--- src/rtl/scan_chain_loader.sv ---
// Scan chain initiator: serialises host bytes onto scan_in (LSB first) while
// capturing the chain's old contents from scan_out, and gates the core's proc_en.
module scan_chain_loader #(
  parameter int CHAIN_LEN = 288
) (
  input  logic       clk,
  input  logic       rst,
  input  logic       cmd_start,
  input  logic       cmd_run,
  input  logic [7:0] in_data,
  input  logic       in_valid,
  output logic       in_ready,
  output logic [7:0] out_data,
  output logic       out_valid,
  input  logic       out_ready,
  output logic       scan_enable,
  output logic       scan_in,
  input  logic       scan_out,
  output logic       proc_en,
  input  logic       halt,
  output logic       busy,
  output logic       done
);

  localparam int NBYTES     = (CHAIN_LEN + 7) / 8;
  localparam int BCW        = (NBYTES > 1) ? $clog2(NBYTES) : 1;
  localparam int LAST_NBITS = (CHAIN_LEN % 8 == 0) ? 8 : (CHAIN_LEN % 8);

  localparam logic [BCW-1:0] LAST_BYTE     = BCW'(NBYTES - 1);
  localparam logic [2:0]     LAST_BIT_FULL = 3'd7;
  localparam logic [2:0]     LAST_BIT_PART = 3'(LAST_NBITS - 1);

  typedef enum logic [2:0] {
    IDLE  = 3'd0,
    LOAD  = 3'd1,
    SHIFT = 3'd2,
    EMIT  = 3'd3,
    RUN   = 3'd4
  } stateT;

  stateT          state_q, state_d;
  logic [7:0]     shiftByte_q, shiftByte_d;
  logic [7:0]     readback_q, readback_d;
  logic [2:0]     bitIdx_q, bitIdx_d;
  logic [BCW-1:0] byteCnt_q, byteCnt_d;
  logic [2:0]     lastBit;

  always_ff @(posedge clk or posedge rst) begin
    if (rst) begin
      state_q     <= IDLE;
      shiftByte_q <= 8'd0;
      readback_q  <= 8'd0;
      bitIdx_q    <= 3'd0;
      byteCnt_q   <= '0;
    end else begin
      state_q     <= state_d;
      shiftByte_q <= shiftByte_d;
      readback_q  <= readback_d;
      bitIdx_q    <= bitIdx_d;
      byteCnt_q   <= byteCnt_d;
    end
  end

  // A partial final byte shifts only its low bits; the rest of readback stays 0.
  assign lastBit = (byteCnt_q == LAST_BYTE) ? LAST_BIT_PART : LAST_BIT_FULL;

  always_comb begin
    state_d     = state_q;
    shiftByte_d = shiftByte_q;
    readback_d  = readback_q;
    bitIdx_d    = bitIdx_q;
    byteCnt_d   = byteCnt_q;
    in_ready    = 1'b0;
    out_valid   = 1'b0;
    scan_enable = 1'b0;
    scan_in     = 1'b0;
    proc_en     = 1'b0;
    done        = 1'b0;

    case (state_q)
      IDLE: begin
        if (cmd_start) begin
          state_d   = LOAD;
          byteCnt_d = '0;
        end else if (cmd_run) begin
          state_d = RUN;
        end
      end

      LOAD: begin
        in_ready = 1'b1;
        if (in_valid) begin
          shiftByte_d = in_data;
          readback_d  = 8'd0;
          bitIdx_d    = 3'd0;
          state_d     = SHIFT;
        end
      end

      SHIFT: begin
        scan_enable          = 1'b1;
        scan_in              = shiftByte_q[bitIdx_q];
        readback_d[bitIdx_q] = scan_out;
        if (bitIdx_q == lastBit) begin
          state_d = EMIT;
        end else begin
          bitIdx_d = bitIdx_q + 3'd1;
        end
      end

      EMIT: begin
        out_valid = 1'b1;
        if (out_ready) begin
          if (byteCnt_q == LAST_BYTE) begin
            done    = 1'b1;
            state_d = IDLE;
          end else begin
            byteCnt_d = byteCnt_q + 1'b1;
            state_d   = LOAD;
          end
        end
      end

      RUN: begin
        proc_en = 1'b1;
        if (cmd_start) begin
          state_d   = LOAD;
          byteCnt_d = '0;
        end else if (halt) begin
          state_d = IDLE;
        end
      end

      default: state_d = IDLE;
    endcase
  end

  assign out_data = readback_q;
  assign busy     = (state_q != IDLE) && (state_q != RUN);

endmodule

--- config.mk ---
export PLATFORM = sky130hd
export DESIGN_NAME = scan_chain_loader
export DESIGN_NICKNAME = d
export VERILOG_FILES = /design/src/rtl/scan_chain_loader.sv
export SDC_FILE = /design/constraint.sdc
export NUM_CORES = 1
export LEC_CHECK = 0
export CAP_MARGIN = 10
export CORE_MARGIN = 5
export CORE_UTILIZATION = 27
export CTS_CLUSTER_SIZE = 8
export DETAILED_ROUTE_END_ITERATION = 16
export GPL_TIMING_DRIVEN = 0
export PLACE_DENSITY = 0.45
export SLEW_MARGIN = 30
export SYNTH_ARGS = -nofsm -noshare
export SYNTH_HDL_FRONTEND = slang
export SYNTH_SLANG_ARGS = --single-unit
--- constraint.sdc ---
create_clock -name clk -period 2.51 [get_ports clk]
set_clock_uncertainty 0.2 [all_clocks]
set_input_delay 0.502 -clock clk [delete_from_list [all_inputs] [get_ports clk]]
set_output_delay 0.502 -clock clk [all_outputs]
set_load 0.1 [all_outputs]
Word-level counts from Yosys, hierarchy flattened
Index checks and enable logic that the tools add are counted.
{"block": "classes", "addsub": 2, "n_lt_le_gt_ge": 2, "eq_ne": 15, "n_mux": 31, "n_reduce_logical": 12}
{"op": "2-to-1 mux 3 bit", "count": 9}
{"op": "2-to-1 mux 6 bit", "count": 3}
{"op": "one-hot mux 8 bit (2 select lines)", "count": 1}
{"op": "one-hot mux 3 bit (5 select lines)", "count": 1}
{"op": "one-hot mux 6 bit (2 select lines)", "count": 1}
{"op": "2-to-1 mux 1 bit", "count": 11}
{"op": "!= test 2 bit, second input constant", "count": 5}
{"op": "!= test 3 bit, second input constant", "count": 3}
{"op": "bitwise mux 8 bit", "count": 1}
{"op": "2-to-1 mux 8 bit", "count": 1}
{"op": "adder 6 x 1 -> 6 bit, second input constant", "count": 1}
{"op": "== test 3 x 2 -> 1 bit, second input constant", "count": 2}
{"op": "== test 3 bit, second input constant", "count": 2}
{"op": "== test 6 bit, second input constant", "count": 1}
{"op": "one-hot mux 3 bit (2 select lines)", "count": 1}
{"op": "AND reduction 5 bit", "count": 1}
{"op": "less-than comparator 3 x 4 -> 1 bit, second input constant", "count": 1}
{"op": "AND reduction 2 bit", "count": 2}
{"op": "AND reduction 4 bit", "count": 1}
{"op": "nonzero test 2 bit", "count": 2}
{"op": "adder 3 x 1 -> 3 bit, second input constant", "count": 1}
{"op": "binary-select mux 1 bit (select 3 bit)", "count": 1}
{"op": "demux 1 bit (select 3 bit)", "count": 1}
{"op": "== test 3 x 1 -> 1 bit, second input constant", "count": 1}
{"op": "7 further kinds", "count": 8}
{"block": "word_totals", "reg_bits": 28, "in_bits": 16, "output_inout_bits": 15, "elab_cells": 67}

Longest topological paths before layout
Gate-level depths: netlist of run 1.
{"block": "depth", "ltp_word": 6, "depth_mapped": 6, "depth_no_buf": 5}

Worst setup path before layout of run 1
No wires, ideal clock.
{"block": "synth_timing", "kind": "flip-flop to output port", "start": "reg bitIdx_q[0]", "end": "out scan_in", "arrival_ns": 2.379, "setup_slack_ns": -0.571, "path_stages_with_launch": 5, "n_path_buf": 1, "cell_sequence": "dfrtp_1 > buf_2 > mux2i_1 > mux4_2 > nor2_1"}
{"block": "synth_between", "elab_chain_len": 3}
{"element": "start: declaration", "line": "44", "text": "logic [2:0] bitIdx_q, bitIdx_d;"}
{"element": "start signal: assignment", "line": "59", "text": "bitIdx_q <= bitIdx_d;"}
{"element": "binary-select mux 1 bit (select 3 bit)", "line": "102", "text": "scan_in = shiftByte_q[bitIdx_q];"}
{"element": "2-to-1 mux 1 bit (not written as such)", "line": "102"}
{"element": "2-to-1 mux 1 bit", "line": "80", "text": "case (state_q)"}
{"element": "end: declaration", "line": "17", "text": "output logic scan_in,"}
Every way passes these cells. The select of a mux whose other input is x is not followed.

Final worst setup path of run 1
Ends and elaborated chain as after synthesis.

==> reports/results.tsv, run 1 <==
stage	metric	value	unit
die	Site Rows	27	
die	IO Pins	31	
cts	clk root buf	clkbuf_8	
worst_setup_path	WP data required	1.81	ns
sta	final period demand of the worst path	2.45	ns
sta	Worst-Margin Slew	0.978	ns
cts	Max H-tree Level	1	
worst_setup_path	Crit. End Element	primary output	
die	core footprint	5440	um^2
die	Initial Utilization	27.6	%
cts	worst-case clock buffer depth	2	
sta	final hold violation count	0	
status	status	finished, final reports clean	
power_and_ir_drop	Leak Pwr	0.991	nW
route	DRT iter0 DRCs	57	
worst_setup_path	r2r startpoint	state_q[2]$_DFFE_PP0P_	
cts	CTS tree	done	
final_layout	# fillers	546	
synth	synth unique cells	38	
route	WL final	3540	um
final_layout	footprint of the multi-input gates	768	um^2
sta	Slew Limit Fails	0	
die	Die Wd	84.5	um
die	die footprint	7150	um^2
sta	unrepaired setup endpoints after global routing	true	
power_and_ir_drop	Power Dens Cells	1230	nW/um^2
synth	average cell area after synthesis	10.6	um^2
final_layout	fin nets	197	
route	drt first pass iters	4	
sta	final setup fails	0	
global_route	vias in the first global route	1309	
cts	CTS Hold Buffers Added	0	
sta	final setup margin	0.0588	ns
final_layout	most frequent cells in the layout	dfrtp_1, nand2_1, clkdlybuf4s50_1, mux2i_1, mux2_2	
synth	synthesized instance count	142	
placement	# port buffers	30	
global_route	overall routing resource usage	10.5	%
worst_setup_path	type of origin of the critical path	flip-flop	
synth	mapped cell area	1500	um^2
cts	clock slew at reported path FFs	0.09	ns
power_and_ir_drop	total power	2.47	mW
placement	DP Worst Slack	-0.779	ns
route	drt via density	4.67	
route	Vias	1164	
worst_setup_path	CP arrival	1.75	ns
final_layout	register area	701	um^2
worst_setup_path	flop2flop setup slack	0.68	ns
global_route	initial antenna violation count	0	
synth	Synth Net Count	161	
die	Die Ht	84.5	um
worst_setup_path	Crit Path Max Fanout	9	
worst_setup_path	WS Path Type	flip-flop to primary output	
route	final antenna-violating net count	0	
final_layout	Area Growth Syn to Fin	33.9	%
cts	Num CTS Buffers	3	
final_layout	Ant. Diodes	0	
placement	gp weighted congestion	0.762	
sta	TNS Setup	0	ns
cts	CTS Sinks	28	
final_layout	fraction of layout cells with a size suffix above 1	22.6	%
global_route	first-pass GRT wire length	6170	um
final_layout	commonest non-fill, non-tap cell in the layout	dfrtp_1	
worst_setup_path	Worst setup startpoint	bitIdx_q[0]$_DFFE_PP0P_	
hold_path	worst min path class	flip-flop to flip-flop	
power_and_ir_drop	worst vdd ir	0.685	mV
synth	Seq/Total Area, Yosys	46.7	%
route	DRC viols	0	
global_route	Remaining Overflow, GRT	0	
global_route	largest net degree at the start of global routing	29	
synth	FF+latch count, synth	28	
flow_run	max cap viols	0	
cts	Clk Latency, worst-skew pair	0.28	ns
route	WL/cell	14.2	um
sta	Worst slew margin	34.7	%
sta	final clock period utilization by the worst path	97.7	%
synth	YS warnings	0	
hold_path	HP Start	shiftByte_q[6]$_DFFE_PP0P_	
placement	dpl hpwl	2610	um
sta	Max Freq	408	MHz
-- path summary, 6_finish.rpt --
kind,cells after the start,end
worst min-delay path,1,shiftByte_q[6]$_DFFE_PP0P_
worst max register to register,5,out_data[1]$_DFFE_PP0P_
max in group asynchronous,2,byteCnt_q[1]$_DFFE_PP0P_
min in group asynchronous,2,out_data[1]$_DFFE_PP0P_
worst max-delay path,5,scan_in
worst min register to register,1,shiftByte_q[6]$_DFFE_PP0P_
-- flip-flops by register name, indices dropped and copies added (netlist names) --
name         cells
out_data         8
state_q          3
bitIdx_q         3
byteCnt_q        6
shiftByte_q      8
-- cell families (layout without fill, tap and decap cells) --
group / Yosys count / after routing / share of synthesized area, %
AO/OA/AOI/OAI: 21 / 21 / 9.76
flip-flops: 28 / 28 / 46.7
XOR/XNOR: 3 / 3 / 1.75
AND/OR/NAND/NOR: 56 / 56 / 21.2
adder cells (fa/ha/maj): 3 / 3 / 2.50
multiplexers: 19 / 19 / 14.3
buffers and inverters: 12 / 47 / 3.84
-- per-stage QoR --
| step | std cells | area, um^2 | utilization, % | hold WS (ns) |
|---|---|---|---|---|
| global route | 249 | 2010 | 36.9 | 0.341 |
| global placement | 244 | 1910 | 35.2 | 0.289 |
| CTS | 248 | 1990 | 36.5 | 0.315 |
| detailed placement | 244 | 1910 | 35.2 | 0.293 |
| finish | 249 | 2010 | 36.9 | 0.313 |
| floorplan | 142 | 1520 | - | 0.279 |
-- cell type report --
type / count / area share [%]
Buffer: 6 / 1.87
Clock buffer: 4 / 2.74
Inverter: 6 / 1.37
Multi-Input combinational cell: 102 / 38.2
Sequential cell: 28 / 34.9
Tap cell: 72 / 4.48
Timing Repair Buffer: 31 / 16.4
-- layer usage --
metal / routed length (um) / part of all wire (%) / up-vias / global-route usage, %
met5: 0 / 0 / - / 0
met4: 35 / 0.99 / 0 / 2.59
met3: 183 / 5.2 / 5 / 2.45
met2: 1650 / 47 / 27 / 18.1
met1: 1670 / 47 / 553 / 13.1
li1: - / - / 579 / -
-- critical path, stage by stage, from the launching register on --
cell and delay [ns]:
dfrtp_1 0.40, buf_6 0.15, mux2i_1 0.12, mux4_2 0.50, nor2_4 0.12, buf_12 0.18
-- power breakdown --
part | internal, mW | switching [mW] | leakage [nW]
clock network | 0.141 | 0.141 | 0.0288
registers | 0.604 | 0.100 | 0.365
logic | 0.468 | 1.01 | 0.598
total | 1.21 | 1.26 | 0.991
-- cells in the mapped netlist --
cell type,n,area [um^2]
o21ai_0,7,35.0
o2bb2ai_1,1,8.76
clkinv_4,1,8.76
mux4_2,1,22.5
xor2_1,2,17.5
nor3_1,2,10.0
nand4b_1,2,17.5
or3_1,3,18.8
a21oi_1,3,15.0
inv_1,5,18.8
nor3b_2,3,37.5
clkbuf_1,2,7.51
nor2b_1,1,6.26
o41ai_1,2,17.5
buf_4,1,7.51
nand3_1,5,25.0
nand2b_2,1,8.76
nand2b_1,2,12.5
and2_1,2,12.5
a21boi_0,1,7.51
or3b_4,1,11.3
xnor2_1,1,8.76
nand3b_1,3,22.5
o211ai_1,3,22.5
ha_1,3,37.5
or2_2,1,6.26
o311ai_1,1,8.76
nand4_1,1,6.26
o31ai_1,2,15.0
mux2_2,9,101
nand2_1,20,75.1
o311ai_2,1,16.3
and4b_1,1,10.0
dfrtp_1,28,701
nand2_4,1,11.3
mux2i_1,9,90.1
buf_2,3,15.0
nor2_1,7,26.3
-- what timing repair did --
| item | 4_1_cts | 5_1_grt |
|---|---|---|
| endpoints found under the setup margin | 8 | 13 |
| resized for setup | 40 | 15 |
| buffers inserted | 0 | 1 |
Note: power is estimated with default switching activity, not from simulation.
==> inputs of run 2 (changes only) <==
Settings changed: CTS_CLUSTER_SIZE 8 to 10.
==> results of run 2 <==
Final layout, timing and power as in run 1 (identical DEF).
==> inputs of run 3 (changes only) <==
Settings changed: CORE_MARGIN 5 to 3, TNS_END_PERCENT from default to 10.
Clock period 2.51 ns to 2.6 ns, I/O delays scaled along.
==> run 3 against run 2 <==
  * Die area is 9.2% lower
  * Combinational power shrank 5%
  * Clock power is 1% lower
  * Worst setup slack better by 0.0059 ns
  * Routed wire length is 2.5% lower
  * Cell count is 1.2% lower
  * Critical endpoint unchanged
==> reports/results.tsv, run 3 (synthesized netlist as in run 1, its figures left out) <==
stage	metric	value	unit	change
status	status	finished, final reports clean		
worst_setup_path	type of origin of the critical path	flip-flop		
placement	gp weighted congestion	0.821		+7.7%
cts	CTS Sinks	28		unchanged
final_layout	fin cells	246		-1.2%
route	DRT iter0 DRCs	54		-5.3%
power_and_ir_drop	total power	2.35	mW	-4.8%
route	DRC viols	0		unchanged
worst_setup_path	Worst setup startpoint	bitIdx_q[0]$_DFFE_PP0P_		
sta	Worst slew margin	34.6	%	-0.077 points
die	die footprint	6490	um^2	-9.2%
final_layout	# fillers	530		-2.9%
placement	# port buffers	30		unchanged
global_route	vias in the first global route	1223		-6.6%
global_route	initial antenna violation count	0		unchanged
global_route	GR Util met1	14.5	%	+1.4 points
route	final antenna-violating net count	0		unchanged
final_layout	Area Growth Syn to Fin	30.3	%	
sta	final setup fails	0		unchanged
worst_setup_path	flop2flop setup slack	0.67	ns	about the same
worst_setup_path	WS Path Type	flip-flop to primary output		
sta	Worst-Margin Slew	0.977	ns	-0.000309 ns
cts	worst-case clock buffer depth	2		unchanged
sta	Max Freq	394	MHz	
worst_setup_path	CP endpoint	scan_in		
global_route	met2 Track Usage GR	19.0	%	+0.96 points
power_and_ir_drop	Leak Pwr	0.843	nW	-15%
cts	Clk Latency, worst-skew pair	0.28	ns	about the same
cts	clk root buf	clkbuf_8		
power_and_ir_drop	worst vdd ir	0.700	mV	+2.1%
placement	Cells after DPL	242		-0.82%
worst_setup_path	Crit. End Element	primary output		
final_layout	fin nets	196		-0.51%
worst_setup_path	Crit Path Max Fanout	9		unchanged
worst_setup_path	Reg-to-Reg End	out_data[0]$_DFFE_PP0P_		
cts	Max H-tree Level	1		unchanged
die	IO Pins	31		unchanged
final_layout	commonest non-fill, non-tap cell in the layout	dfrtp_1		
sta	final period demand of the worst path	2.54	ns	
cts	post-CTS setup buffer count	0		unchanged
final_layout	Final Cell Area	1950	um^2	-2.7%
global_route	overall routing resource usage	11.2	%	+0.69 points
die	core footprint	5240	um^2	-3.7%
cts	Num CTS Buffers	3		unchanged
final_layout	Layout Utilization	37.3	%	+0.37 points
die	Die Ht	80.5	um	-4.7%
cts	clock slew at reported path FFs	0.10	ns	about the same
placement	Area after DPL	1900	um^2	-0.92%
cts	CTS Hold Buffers Added	0		unchanged
flow_run	max cap viols	0		unchanged
global_route	first-pass GRT wire length	5700	um	-7.6%
global_route	largest net degree at the start of global routing	29		unchanged
sta	final hold violation count	0		unchanged
final_layout	fraction of layout cells with a size suffix above 1	21.6	%	-1.0 points
worst_setup_path	WP data required	1.88	ns	+0.07 ns
global_route	Most Used Layer, Global Route	met2		
global_route	met3 GRT Util	2.91	%	+0.46 points
placement	dpl hpwl	2440	um	-6.5%
sta	final clock period utilization by the worst path	97.5	%	
die	Initial Utilization	28.6	%	+1.1 points
hold_path	worst min path class	flip-flop to flip-flop		
route	WL final	3450	um	-2.5%
final_layout	Ant. Diodes	0		unchanged
cts	CTS tree	done		
die	Site Rows	26		-3.7%
global_route	Remaining Overflow, GRT	0		unchanged
final_layout	most frequent cells in the layout	dfrtp_1, clkdlybuf4s50_1, nand2_1, mux2i_1, mux2_2		
route	Vias	1149		-1.3%
power_and_ir_drop	Power Dens Cells	1200	nW/um^2	-2.1%
die	Die Wd	80.5	um	-4.7%
sta	unrepaired setup endpoints after global routing	true		
worst_setup_path	CP arrival	1.82	ns	+0.07 ns
sta	Slew Limit Fails	0		unchanged
route	drt first pass iters	4		unchanged
route	drt via density	4.67		about the same
worst_setup_path	R2R depth	6		+1
worst_setup_path	r2r startpoint	state_q[1]$_DFFE_PP0P_		
route	WL/cell	14.0	um	-1.4%
run 3: cell types whose count changed in the layout (fill, tap and decap cells not counted), sizes merged:
cell,before,now
clkdlybuf4s50,15,23
dlymetal6s2s,7,0
buf,9,7
clkdlybuf4s18,0,1
dlygate4sd2,1,0
run 3: area by class of cell:
class / instances / area (um^2) / share of cell area (%)
repair buffers: 30 / 293 / 15.0
plain buffers: 6 / 32.5 / 1.66
multi-input cells: 102 / 758 / 38.8
flip-flops and latches: 28 / 701 / 35.9
inverters: 6 / 27.5 / 1.41
clock buffers: 4 / 55.1 / 2.82
well taps: 70 / 87.6 / 4.48
run 3: metal layers:
metal  vias to the layer above  part of all wire [%]
met4                         0                  0.35
met5                         -                     0
met3                         2                   5.0
met1                       548                    48
li1                        573                     -
met2                        26                    47
run 3: power by group:
group	leakage (nW)	internal [mW]	switching, mW	total, mW
registers	0.365	0.583	0.0913	0.675
clock network	0.0288	0.136	0.142	0.278
logic	0.450	0.433	0.965	1.40
total	0.843	1.15	1.20	2.35
run 3: stage by stage:
stage	setup TNS, ns	setup WS [ns]	hold WS [ns]
after global placement	-1.79	-0.629	0.292
after floorplan	-0.513	-0.465	0.279
after CTS	-0.0608	-0.0608	0.318
final	0	0.0646	0.315
after detailed placement	-1.87	-0.655	0.294
after global routing	-0.0915	-0.0542	0.329
run 3: how the worst min path moves through the flow:
stage,startpoint,end,slack (ns),cells past startpoint
final,shiftByte_q[7]$_DFFE_PP0P_,shiftByte_q[7]$_DFFE_PP0P_,0.31,1
after global routing,shiftByte_q[2]$_DFFE_PP0P_,shiftByte_q[2]$_DFFE_PP0P_,0.33,1
after CTS,shiftByte_q[4]$_DFFE_PP0P_,shiftByte_q[4]$_DFFE_PP0P_,0.32,1
after detailed placement,shiftByte_q[4]$_DFFE_PP0P_,shiftByte_q[4]$_DFFE_PP0P_,0.29,1
after global placement,shiftByte_q[6]$_DFFE_PP0P_,shiftByte_q[6]$_DFFE_PP0P_,0.29,1
after floorplan,shiftByte_q[0]$_DFFE_PP0P_,shiftByte_q[0]$_DFFE_PP0P_,0.28,1
run 3: critical path: stages, from the launching register on:
cell and delay (ns):
dfrtp_1 0.40, buf_4 0.19, mux2i_1 0.13, mux4_2 0.47, nor2_2 0.11, buf_6 0.23
run 3: what timing repair did:
| item | 4_1_cts | 5_1_grt |
|---|---|---|
| endpoints found under the setup margin | 7 | 5 |
| gates resized for setup | 28 | 8 |
| cloned | 0 | 0 |
